File: src/rtl/riscv_mdu_seq_pkg.sv
// Shared definitions for the RV32M multiply/divide sequencer.
// Op codes follow the RV32M funct3 ordering, so bit 2 separates the
// divide group from the multiply group and bit 1 separates remainder
// from quotient inside the divide group.
`timescale 1ns/1ps
package riscv_mdu_seq_pkg;

    localparam int MDU_OP_WIDTH = 3;

    localparam logic [MDU_OP_WIDTH-1:0] MDU_MUL    = 3'd0;
    localparam logic [MDU_OP_WIDTH-1:0] MDU_MULH   = 3'd1;
    localparam logic [MDU_OP_WIDTH-1:0] MDU_MULHSU = 3'd2;
    localparam logic [MDU_OP_WIDTH-1:0] MDU_MULHU  = 3'd3;
    localparam logic [MDU_OP_WIDTH-1:0] MDU_DIV    = 3'd4;
    localparam logic [MDU_OP_WIDTH-1:0] MDU_DIVU   = 3'd5;
    localparam logic [MDU_OP_WIDTH-1:0] MDU_REM    = 3'd6;
    localparam logic [MDU_OP_WIDTH-1:0] MDU_REMU   = 3'd7;

    localparam int MDU_ITER_CNT = 32;

    typedef enum logic [1:0] {
        IDLE   = 2'd0,
        PREP   = 2'd1,
        ITER   = 2'd2,
        FINISH = 2'd3
    } mdu_state_t;

    function automatic logic mdu_is_div(input logic [MDU_OP_WIDTH-1:0] op);
        return op[2];
    endfunction

endpackage

File: src/rtl/riscv_mdu_step.sv
// One combinational iteration of the MDU datapath.
//   acc_i     : {high word, low word} accumulator
//   operand_i : multiplicand (mul) or divisor (div)
//   is_div_i  : 1 = restoring divide step, 0 = shift-add multiply step
//   acc_o     : next accumulator (for divide, bit 0 is left 0)
//   q_bit_o   : quotient bit produced by a divide step (0 for multiply)
// Multiply: low word holds the remaining multiplier bits; the partial
// product grows into the high word while everything shifts right.
// Divide: high word is the partial remainder, low word shifts the
// dividend out on the left and the quotient in on the right.
`timescale 1ns/1ps
module riscv_mdu_step #(
    parameter int WORD_WIDTH = 32
) (
    input  logic [2*WORD_WIDTH-1:0] acc_i,
    input  logic [WORD_WIDTH-1:0]   operand_i,
    input  logic                    is_div_i,
    output logic [2*WORD_WIDTH-1:0] acc_o,
    output logic                    q_bit_o
);

    logic [WORD_WIDTH:0] w_sum;
    logic [WORD_WIDTH:0] w_trial;

    always_comb begin
        w_sum   = {1'b0, acc_i[2*WORD_WIDTH-1:WORD_WIDTH]} + {1'b0, operand_i};
        // Remainder stays below the divisor, so the shifted value fits in
        // WORD_WIDTH+1 bits and the top bit of the difference is the borrow.
        w_trial = acc_i[2*WORD_WIDTH-1:WORD_WIDTH-1] - {1'b0, operand_i};
        q_bit_o = 1'b0;
        acc_o   = acc_i;
        if (is_div_i) begin
            q_bit_o = ~w_trial[WORD_WIDTH];
            if (!w_trial[WORD_WIDTH]) begin
                acc_o = {w_trial[WORD_WIDTH-1:0], acc_i[WORD_WIDTH-2:0], 1'b0};
            end else begin
                acc_o = {acc_i[2*WORD_WIDTH-2:0], 1'b0};
            end
        end else begin
            if (acc_i[0]) begin
                acc_o = {w_sum, acc_i[WORD_WIDTH-1:1]};
            end else begin
                acc_o = {1'b0, acc_i[2*WORD_WIDTH-1:1]};
            end
        end
    end

endmodule

File: src/rtl/riscv_mdu_seq.sv
// Iterative RV32M multiply/divide sequencer.
// Handshake: a request is taken on a rising edge where mdu_valid_i,
// mdu_ready_o are high and kill_i is low; operands are captured only
// then. The result appears on result_o with a one-cycle result_valid_o
// pulse, during which the sequencer is already IDLE and ready.
// Ports:
//   clk, rst_n       : clock, synchronous active-low reset
//   mdu_valid_i      : request valid
//   mdu_op_i         : MDU op code
//   operand_a_i/b_i  : rs1 / rs2 values
//   kill_i           : abort the in-flight operation (no pulse)
//   mdu_ready_o      : request can be accepted
//   busy_o           : operation in flight
//   result_o         : registered result, held until next completion
//   result_valid_o   : one-cycle completion pulse
`timescale 1ns/1ps
module riscv_mdu_seq
    import riscv_mdu_seq_pkg::*;
#(
    parameter int WORD_WIDTH = 32,
    parameter int ITER_CNT   = WORD_WIDTH
) (
    input  logic                    clk,
    input  logic                    rst_n,
    input  logic                    mdu_valid_i,
    input  logic [MDU_OP_WIDTH-1:0] mdu_op_i,
    input  logic [WORD_WIDTH-1:0]   operand_a_i,
    input  logic [WORD_WIDTH-1:0]   operand_b_i,
    input  logic                    kill_i,
    output logic                    mdu_ready_o,
    output logic                    busy_o,
    output logic [WORD_WIDTH-1:0]   result_o,
    output logic                    result_valid_o
);

    localparam int CNT_W = $clog2(ITER_CNT);
    localparam int W     = WORD_WIDTH;

    mdu_state_t            r_state;
    logic [CNT_W-1:0]      r_cnt;
    logic [MDU_OP_WIDTH-1:0] r_op;
    logic [W-1:0]          r_a;
    logic [W-1:0]          r_b;
    logic [2*W-1:0]        r_acc;
    logic [W-1:0]          r_opnd;
    logic                  r_neg;
    logic                  r_special;
    logic [W-1:0]          r_result;
    logic                  r_result_valid;

    logic                  w_is_div;
    logic                  w_a_neg;
    logic                  w_b_neg;
    logic [W-1:0]          w_mag_a;
    logic [W-1:0]          w_mag_b;
    logic                  w_neg;
    logic                  w_div_zero;
    logic                  w_ovf;
    logic [W-1:0]          w_special_res;
    logic [2*W-1:0]        w_acc_next;
    logic                  w_q_bit;
    logic [2*W-1:0]        w_prod;
    logic [W-1:0]          w_quo;
    logic [W-1:0]          w_rem;
    logic [W-1:0]          w_final;

    assign mdu_ready_o    = (r_state == IDLE) & rst_n;
    assign busy_o         = (r_state != IDLE);
    assign result_o       = r_result;
    assign result_valid_o = r_result_valid;

    // Operand preparation: magnitudes, result sign and special cases.
    always_comb begin
        w_is_div   = mdu_is_div(r_op);
        w_a_neg    = r_a[W-1] & ((r_op == MDU_MULH) | (r_op == MDU_MULHSU) |
                                 (r_op == MDU_DIV)  | (r_op == MDU_REM));
        w_b_neg    = r_b[W-1] & ((r_op == MDU_MULH) | (r_op == MDU_DIV) |
                                 (r_op == MDU_REM));
        w_mag_a    = w_a_neg ? (~r_a + 1'b1) : r_a;
        w_mag_b    = w_b_neg ? (~r_b + 1'b1) : r_b;
        // Remainder takes the dividend's sign; everything else the xor.
        w_neg      = (w_is_div & r_op[1]) ? w_a_neg : (w_a_neg ^ w_b_neg);
        w_div_zero = w_is_div & (r_b == '0);
        w_ovf      = ((r_op == MDU_DIV) | (r_op == MDU_REM)) &
                     (r_a == {1'b1, {(W-1){1'b0}}}) & (r_b == '1);
        w_special_res = '0;
        if (w_div_zero) begin
            w_special_res = r_op[1] ? r_a : '1;
        end else if (w_ovf) begin
            w_special_res = r_op[1] ? '0 : r_a;
        end
    end

    riscv_mdu_step #(.WORD_WIDTH(W)) u_step (
        .acc_i     (r_acc),
        .operand_i (r_opnd),
        .is_div_i  (w_is_div),
        .acc_o     (w_acc_next),
        .q_bit_o   (w_q_bit)
    );

    // Sign correction and half selection. Multiply negates the full
    // 64-bit product before the high word is picked.
    always_comb begin
        w_prod = r_neg ? (~r_acc + 1'b1) : r_acc;
        w_quo  = r_neg ? (~r_acc[W-1:0] + 1'b1) : r_acc[W-1:0];
        w_rem  = r_neg ? (~r_acc[2*W-1:W] + 1'b1) : r_acc[2*W-1:W];
        if (r_special) begin
            w_final = r_acc[W-1:0];
        end else if (w_is_div) begin
            w_final = r_op[1] ? w_rem : w_quo;
        end else if (r_op == MDU_MUL) begin
            w_final = w_prod[W-1:0];
        end else begin
            w_final = w_prod[2*W-1:W];
        end
    end

    always_ff @(posedge clk) begin
        if (!rst_n) begin
            r_state        <= IDLE;
            r_cnt          <= '0;
            r_op           <= '0;
            r_a            <= '0;
            r_b            <= '0;
            r_acc          <= '0;
            r_opnd         <= '0;
            r_neg          <= 1'b0;
            r_special      <= 1'b0;
            r_result       <= '0;
            r_result_valid <= 1'b0;
        end else begin
            r_result_valid <= 1'b0;
            if (kill_i && (r_state != IDLE)) begin
                r_state <= IDLE;
            end else begin
                case (r_state)
                    IDLE: begin
                        if (mdu_valid_i && !kill_i) begin
                            r_op    <= mdu_op_i;
                            r_a     <= operand_a_i;
                            r_b     <= operand_b_i;
                            r_state <= PREP;
                        end
                    end
                    PREP: begin
                        r_cnt     <= '0;
                        r_special <= w_div_zero | w_ovf;
                        if (w_div_zero || w_ovf) begin
                            r_neg   <= 1'b0;
                            r_acc   <= {{W{1'b0}}, w_special_res};
                            r_state <= FINISH;
                        end else begin
                            r_neg   <= w_neg;
                            // Divide shifts the dividend; multiply shifts the multiplier.
                            r_acc   <= {{W{1'b0}}, w_is_div ? w_mag_a : w_mag_b};
                            r_opnd  <= w_is_div ? w_mag_b : w_mag_a;
                            r_state <= ITER;
                        end
                    end
                    ITER: begin
                        r_acc <= w_acc_next | {{(2*W-1){1'b0}}, w_q_bit};
                        r_cnt <= r_cnt + 1'b1;
                        if (r_cnt == CNT_W'(ITER_CNT-1)) begin
                            r_state <= FINISH;
                        end
                    end
                    FINISH: begin
                        r_result       <= w_final;
                        r_result_valid <= 1'b1;
                        r_state        <= IDLE;
                    end
                    default: r_state <= IDLE;
                endcase
            end
        end
    end

endmodule

File: config.mk
export PLATFORM = sky130hd
export DESIGN_NAME = riscv_mdu_seq
export DESIGN_NICKNAME = d
export VERILOG_FILES = /design/src/rtl/riscv_mdu_seq_pkg.sv /design/src/rtl/riscv_mdu_step.sv /design/src/rtl/riscv_mdu_seq.sv
export SDC_FILE = /design/constraint.sdc
export NUM_CORES = 1
export LEC_CHECK = 0
export ABC_AREA = 1
export CORE_ASPECT_RATIO = 1.2
export CORE_MARGIN = 1.5
export CORE_UTILIZATION = 29
export DETAILED_ROUTE_END_ITERATION = 16
export SYNTH_ARGS = -nofsm -noshare
export SYNTH_HDL_FRONTEND = slang
export SYNTH_SLANG_ARGS = --single-unit
File: constraint.sdc
create_clock -name clk -period 3.3 [get_ports clk]
set_input_delay 0.99 -clock clk [delete_from_list [all_inputs] [get_ports clk]]
set_output_delay 0.99 -clock clk [all_outputs]
set_load 0.01 [all_outputs]
==> Word-level counts from Yosys, hierarchy flattened <==
Cells that the tools add are included.
W data, S select, Z words.
{ "totals": {"register_bits": 205, "latchBits": 0, "ramBits": 0, "rom_bits": 0, "input_bits": 71, "out_inout_bits": 35, "mem_count": 0} }
{ "classes": {"add_sub_neg": 8, "n_mul": 0, "div_mod_pow": 0, "n_lt_le_gt_ge": 0, "n_eq_ne": 12, "n_shift": 0, "n_mux": 29, "bitwise_logic": 25, "reduce_logical": 16} }
{ "op_table": {"columns": ["cell", "n"], "rows": [
  ["$mux W32", 15],
  ["$mux W64", 4],
  ["$add A32 B1 Y32 const B", 4],
  ["$not A32 Y32", 4],
  ["$pmux W64 S2", 1],
  ["$add A64 B1 Y64 const B", 1],
  ["$eq A32 B32 Y1 const B", 2],
  ["$not A64 Y64", 1],
  ["$or A64 B1 Y64", 1],
  ["$add A32 B32 Y33", 1],
  ["$sub A33 B32 Y33", 1],
  ["$logic_not A32 Y1", 1],
  ["$pmux W5 S2", 1],
  ["$pmux W2 S4", 1],
  ["$reduce_and A2 Y1", 4],
  ["$and A1 B1 Y1", 7],
  ["$or A1 B1 Y1", 7],
  ["$eq A3 B3 Y1 const B", 2],
  ["$reduce_and A3 Y1", 2],
  ["$add A5 B1 Y5 const B", 1],
  ["$eq A5 B5 Y1 const B", 1],
  ["$mux W1", 5],
  ["$eq A2 B2 Y1 const B", 2],
  ["$mux W2", 2],
  ["other kinds (14)", 19]
]} }

==> Logic depth before layout (Yosys ltp) <==
{ "logic_depth": {"word_depth": 9, "ltp_mapped": 19, "mapped_depth_nobuf": 19} }

==> By module <==
A second synthesis with hierarchy kept.
{ "hier_totals": {"hier_cells": 3922, "area_unflattened_um2": 21069.0} }
{ "by_module_without_submodules": {"columns": ["mod", "n_inst", "cells_per_inst", "area_per_inst_um2", "seq_area_each_um2"], "rows": [
  ["riscv_mdu_seq", 1, 2632, 15025.7, 4103.9],
  ["riscv_mdu_step", 1, 1290, 6043.3, 0.0]
]} }

==> Least setup slack after synthesis <==
Ideal clock, no wire load.
{ "synth_timing": {"kind": "input to output", "start": "input port rst_n", "end": "output port mdu_ready_o", "arrival_ns": 1.340, "required_time_ns": 2.310, "path_slack_ns": 0.970, "stages": 3, "n_path_buf": 1, "path_cell_list": "buf_1 nand2_1 inv_1"} }
{ "synth_between": {"elab_chain_cells": 1} }
{ "synth_rtl": {"columns": ["item", "line", "rtl"], "rows": [
  ["start, declared", "riscv_mdu_seq.sv:24", "input logic rst_n,"],
  ["$and A1 B1 Y1", "riscv_mdu_seq.sv:67", "assign mdu_ready_o = (r_state == IDLE) & rst_n;"],
  ["end, declared", "riscv_mdu_seq.sv:30", "output logic mdu_ready_o,"]
]} }
Every way passes these cells.

==> Worst setup path after layout <==
{ "layout_timing": {"start": "register r_state[0]", "end": "output port busy_o"} }
{ "layout_between": {"elab_chain_cells": 1} }
{ "layout_rtl": {"columns": ["item", "line", "rtl"], "rows": [
  ["start, declared", "riscv_mdu_seq.sv:39", "mdu_state_t r_state;"],
  ["start signal, assigned", "riscv_mdu_seq.sv:121", "r_state <= IDLE;"],
  ["start signal, assigned", "riscv_mdu_seq.sv:135", "r_state <= IDLE;"],
  ["start signal, assigned", "riscv_mdu_seq.sv:143", "r_state <= PREP;"],
  ["$reduce_bool A2 Y1", "riscv_mdu_seq.sv:68", "assign busy_o = (r_state != IDLE);"],
  ["end, declared", "riscv_mdu_seq.sv:31", "output logic busy_o,"]
]} }
Every way passes these cells.

==> results_dict.tcl <==
set metrics [dict create \
    clockRootBuffer "clkbuf_16" \
    skew_ns 0.01456 \
    fp.coreArea_um2 72700 \
    vias_per_cell 5.180 \
    drive_gt1_frac 0.05727 \
    r2r_cells 16 \
    clockBufferDepth 3 \
    hold_buffers 0 \
    worst-setup-path-type "flop to output pin" \
    synth_area_leaders "nand2_1 24%, dfxtp_1 19%, nand3_1 9.0%, inv_1 8.6%, a21oi_1 8.0%" \
    clock.fmax_mhz 327.3 \
    seq_area_frac_synth 0.1918 \
    postPlaceCellArea_um2 23600 \
    globalplace.congestion 1.018 \
    drt_iter0_drc 2719 \
    port_buffers 105 \
    worstPathMaxFanout 6 \
    final_cell_mix "1382 x nand2_1, 486 x inv_1, 383 x nand3_1" \
    yosysTopAreaCell "nand2_1" \
    synth_top_cell_area_share 0.2424 \
    cp.arrival_ns 2.07 \
    overflow 0 \
    setup-tns-final_ns 0 \
    routedWlPerCell_um 19.53 \
    setup.worst_path.start "r_state[0]" \
    syn_avg_cell_area_um2 5.417 \
    max-vdd-ir-drop_mv 0.6603 \
    reg2reg_slack_ns 0.40 \
    cts_tree "yes" \
    cts_setup_buffers 0 \
    synthDistinctLibCells 48 \
    grt_pass1_vias 23947 \
    start_kind "flop" \
    first_pass_iters 6 \
    power.density_nw_per_um2 747.8 \
    grt_first_pass_wirelength_mm 145.4 \
    antenna_found_initial 0 \
    period_share 0.9259 \
    cts_inserted_buffers 25 \
    synth_area_um2 21400 \
    ctsResizeCount 0 \
    power_leakage_uw 0.01172 \
    worstPathRequired_ns 2.31 \
    crit_end "busy_o" \
    clock_sinks 205 \
    final_common_cell "nand2_1" \
    drc_errors 0 \
    reg2reg_to "r_acc[47]" \
    rsz0062_at_grt "no" \
    status "complete, no violations" \
    syn_to_final_growth_pct 14.08 \
    fin_area_um2 24410 \
    cp-end-kind "output pin" \
    syn_nets 4100 \
    die_h_um 300.6 \
    track_usage 0.2501 \
    worst-slew-pin-transition_ns 0.7543 \
    clk_pin_slew_ns 0.06 \
    fin_nets 4146 \
    worstReg2RegStart "r_opnd[24]" \
    initial_core_util 0.2944 \
    setup_viol 0 \
    syn-instance-count 3951 \
    route.vias.total 25644 \
    ys_warn_count 0 \
    ios 106 \
    worstHoldPathType "flop to flop" \
    drv_cap 0 \
    fin_crit_ns 3.055 \
    grt_max_degree 172 \
    antenna_cells 0 \
    synth_seq_cells 205 \
    fp.dieArea_um2 75450 \
    drv_slew 0 \
    std_cell_rows 108 \
    hold_viol_final 0 \
    insertion_delay_ns 0.57 \
    nFillCells 8295 \
    max_slew_margin 0.4971 \
    wirelength_mm 96.67 \
    hpwl_mm 76.81 \
    die_x_um 251.0 \
    htreeDepth 1 \
    final_antenna_net_count 0 \
]
## Yosys cell counts, drive strengths merged
master	count
a211oi	1
a21boi	2
a21o	2
a21oi	352
a22oi	14
a31oi	4
and2	11
and3	3
buf	73
clkbuf	103
clkinv	3
dfxtp	205
fa	2
ha	76
inv	502
mux2i	5
nand2	1399
nand3	389
nand3b	11
nand4	39
nor2	338
nor3	36
o211ai	11
o21a	5
o21ai	261
o21bai	6
o22ai	16
o31ai	2
or2	5
xnor2	15
xor2	60
## power breakdown
| part | internal (uW) | switching (uW) |
|---|---|---|
| Sequential | 2860 | 588 |
| Clock | 1570 | 1240 |
| Combinational | 3440 | 8560 |
## sequential cells by signal (all words and copies together) (netlist names)
| register | flops |
|---|---|
| r_state | 2 |
| r_op | 3 |
| r_acc | 64 |
| r_special | 1 |
| r_cnt | 5 |
| result_o | 32 |
| r_neg | 1 |
| r_a | 32 |
| result_valid_o | 1 |
| r_b | 32 |
| r_opnd | 32 |
## per-layer routing
layer,vias to the layer above,global-route usage,wire [um]
met5,-,0,0
met4,0,0.1512,6668
met3,236,0.01945,5643
met2,1022,0.4263,44720
met1,11677,0.3078,39650
li1,12709,-,-
## stage by stage
step,power [uW],utilization,setup WS [ns],hold slack [ns],std cells
floorplan,11120,-,0.9704,0.4497,3951
global placement,15220,0.3247,0.2900,0.4542,4905
detailed placement,15190,0.3247,0.2286,0.4557,4905
CTS,18040,0.3358,0.2398,0.4651,4951
global route,19520,0.3358,0.1854,0.4833,4951
finish,18260,0.3358,0.2447,0.4638,4951
## kinds of logic (layout without fill, tap and decap cells)
kind of cell / count (synthesis) / count (layout) / synth area share
fa+ha+maj: 78 / 78 / 0.04630
compound gates: 676 / 676 / 0.1667
simple gates: 2231 / 2231 / 0.4353
buf+inv: 681 / 746 / 0.1269
mux: 5 / 5 / 0.002339
xor+xnor: 75 / 75 / 0.03069
flops: 205 / 205 / 0.1918
## critical path, stage by stage, from the launching register on
cell	delay (ns)
dfxtp_1	0.43
inv_1	0.12
ha_1	0.29
inv_1	0.11
clkdlybuf4s50_1	0.53
## how the worst min path moves through the flow
| stage | start | cells after the start | end | slack (ns) |
|---|---|---|---|---|
| 3_5_place_dp | result_o[23] | 2 | result_o[23] | 0.46 |
| 2_1_floorplan | r_cnt[4] | 2 | r_cnt[4] | 0.45 |
| 6_report | result_o[29] | 2 | result_o[29] | 0.46 |
| 3_3_place_gp | result_o[20] | 2 | result_o[20] | 0.45 |
| 5_1_grt | result_o[8] | 2 | result_o[8] | 0.48 |
| 4_1_cts | result_o[23] | 2 | result_o[23] | 0.47 |
## layout make-up
| class | instances | area, um^2 | share of cell area |
|---|---|---|---|
| multi-input combinational | 3065 | 14610 | 0.5982 |
| timing repair buffer | 195 | 1822 | 0.07462 |
| inverter | 505 | 1896 | 0.07764 |
| tap | 935 | 1170 | 0.04792 |
| sequential | 205 | 4110 | 0.1683 |
| clock inverter | 14 | 120.1 | 0.004920 |
| clock buffer | 32 | 691.9 | 0.02834 |
Power figures use the tool's default switching activity.
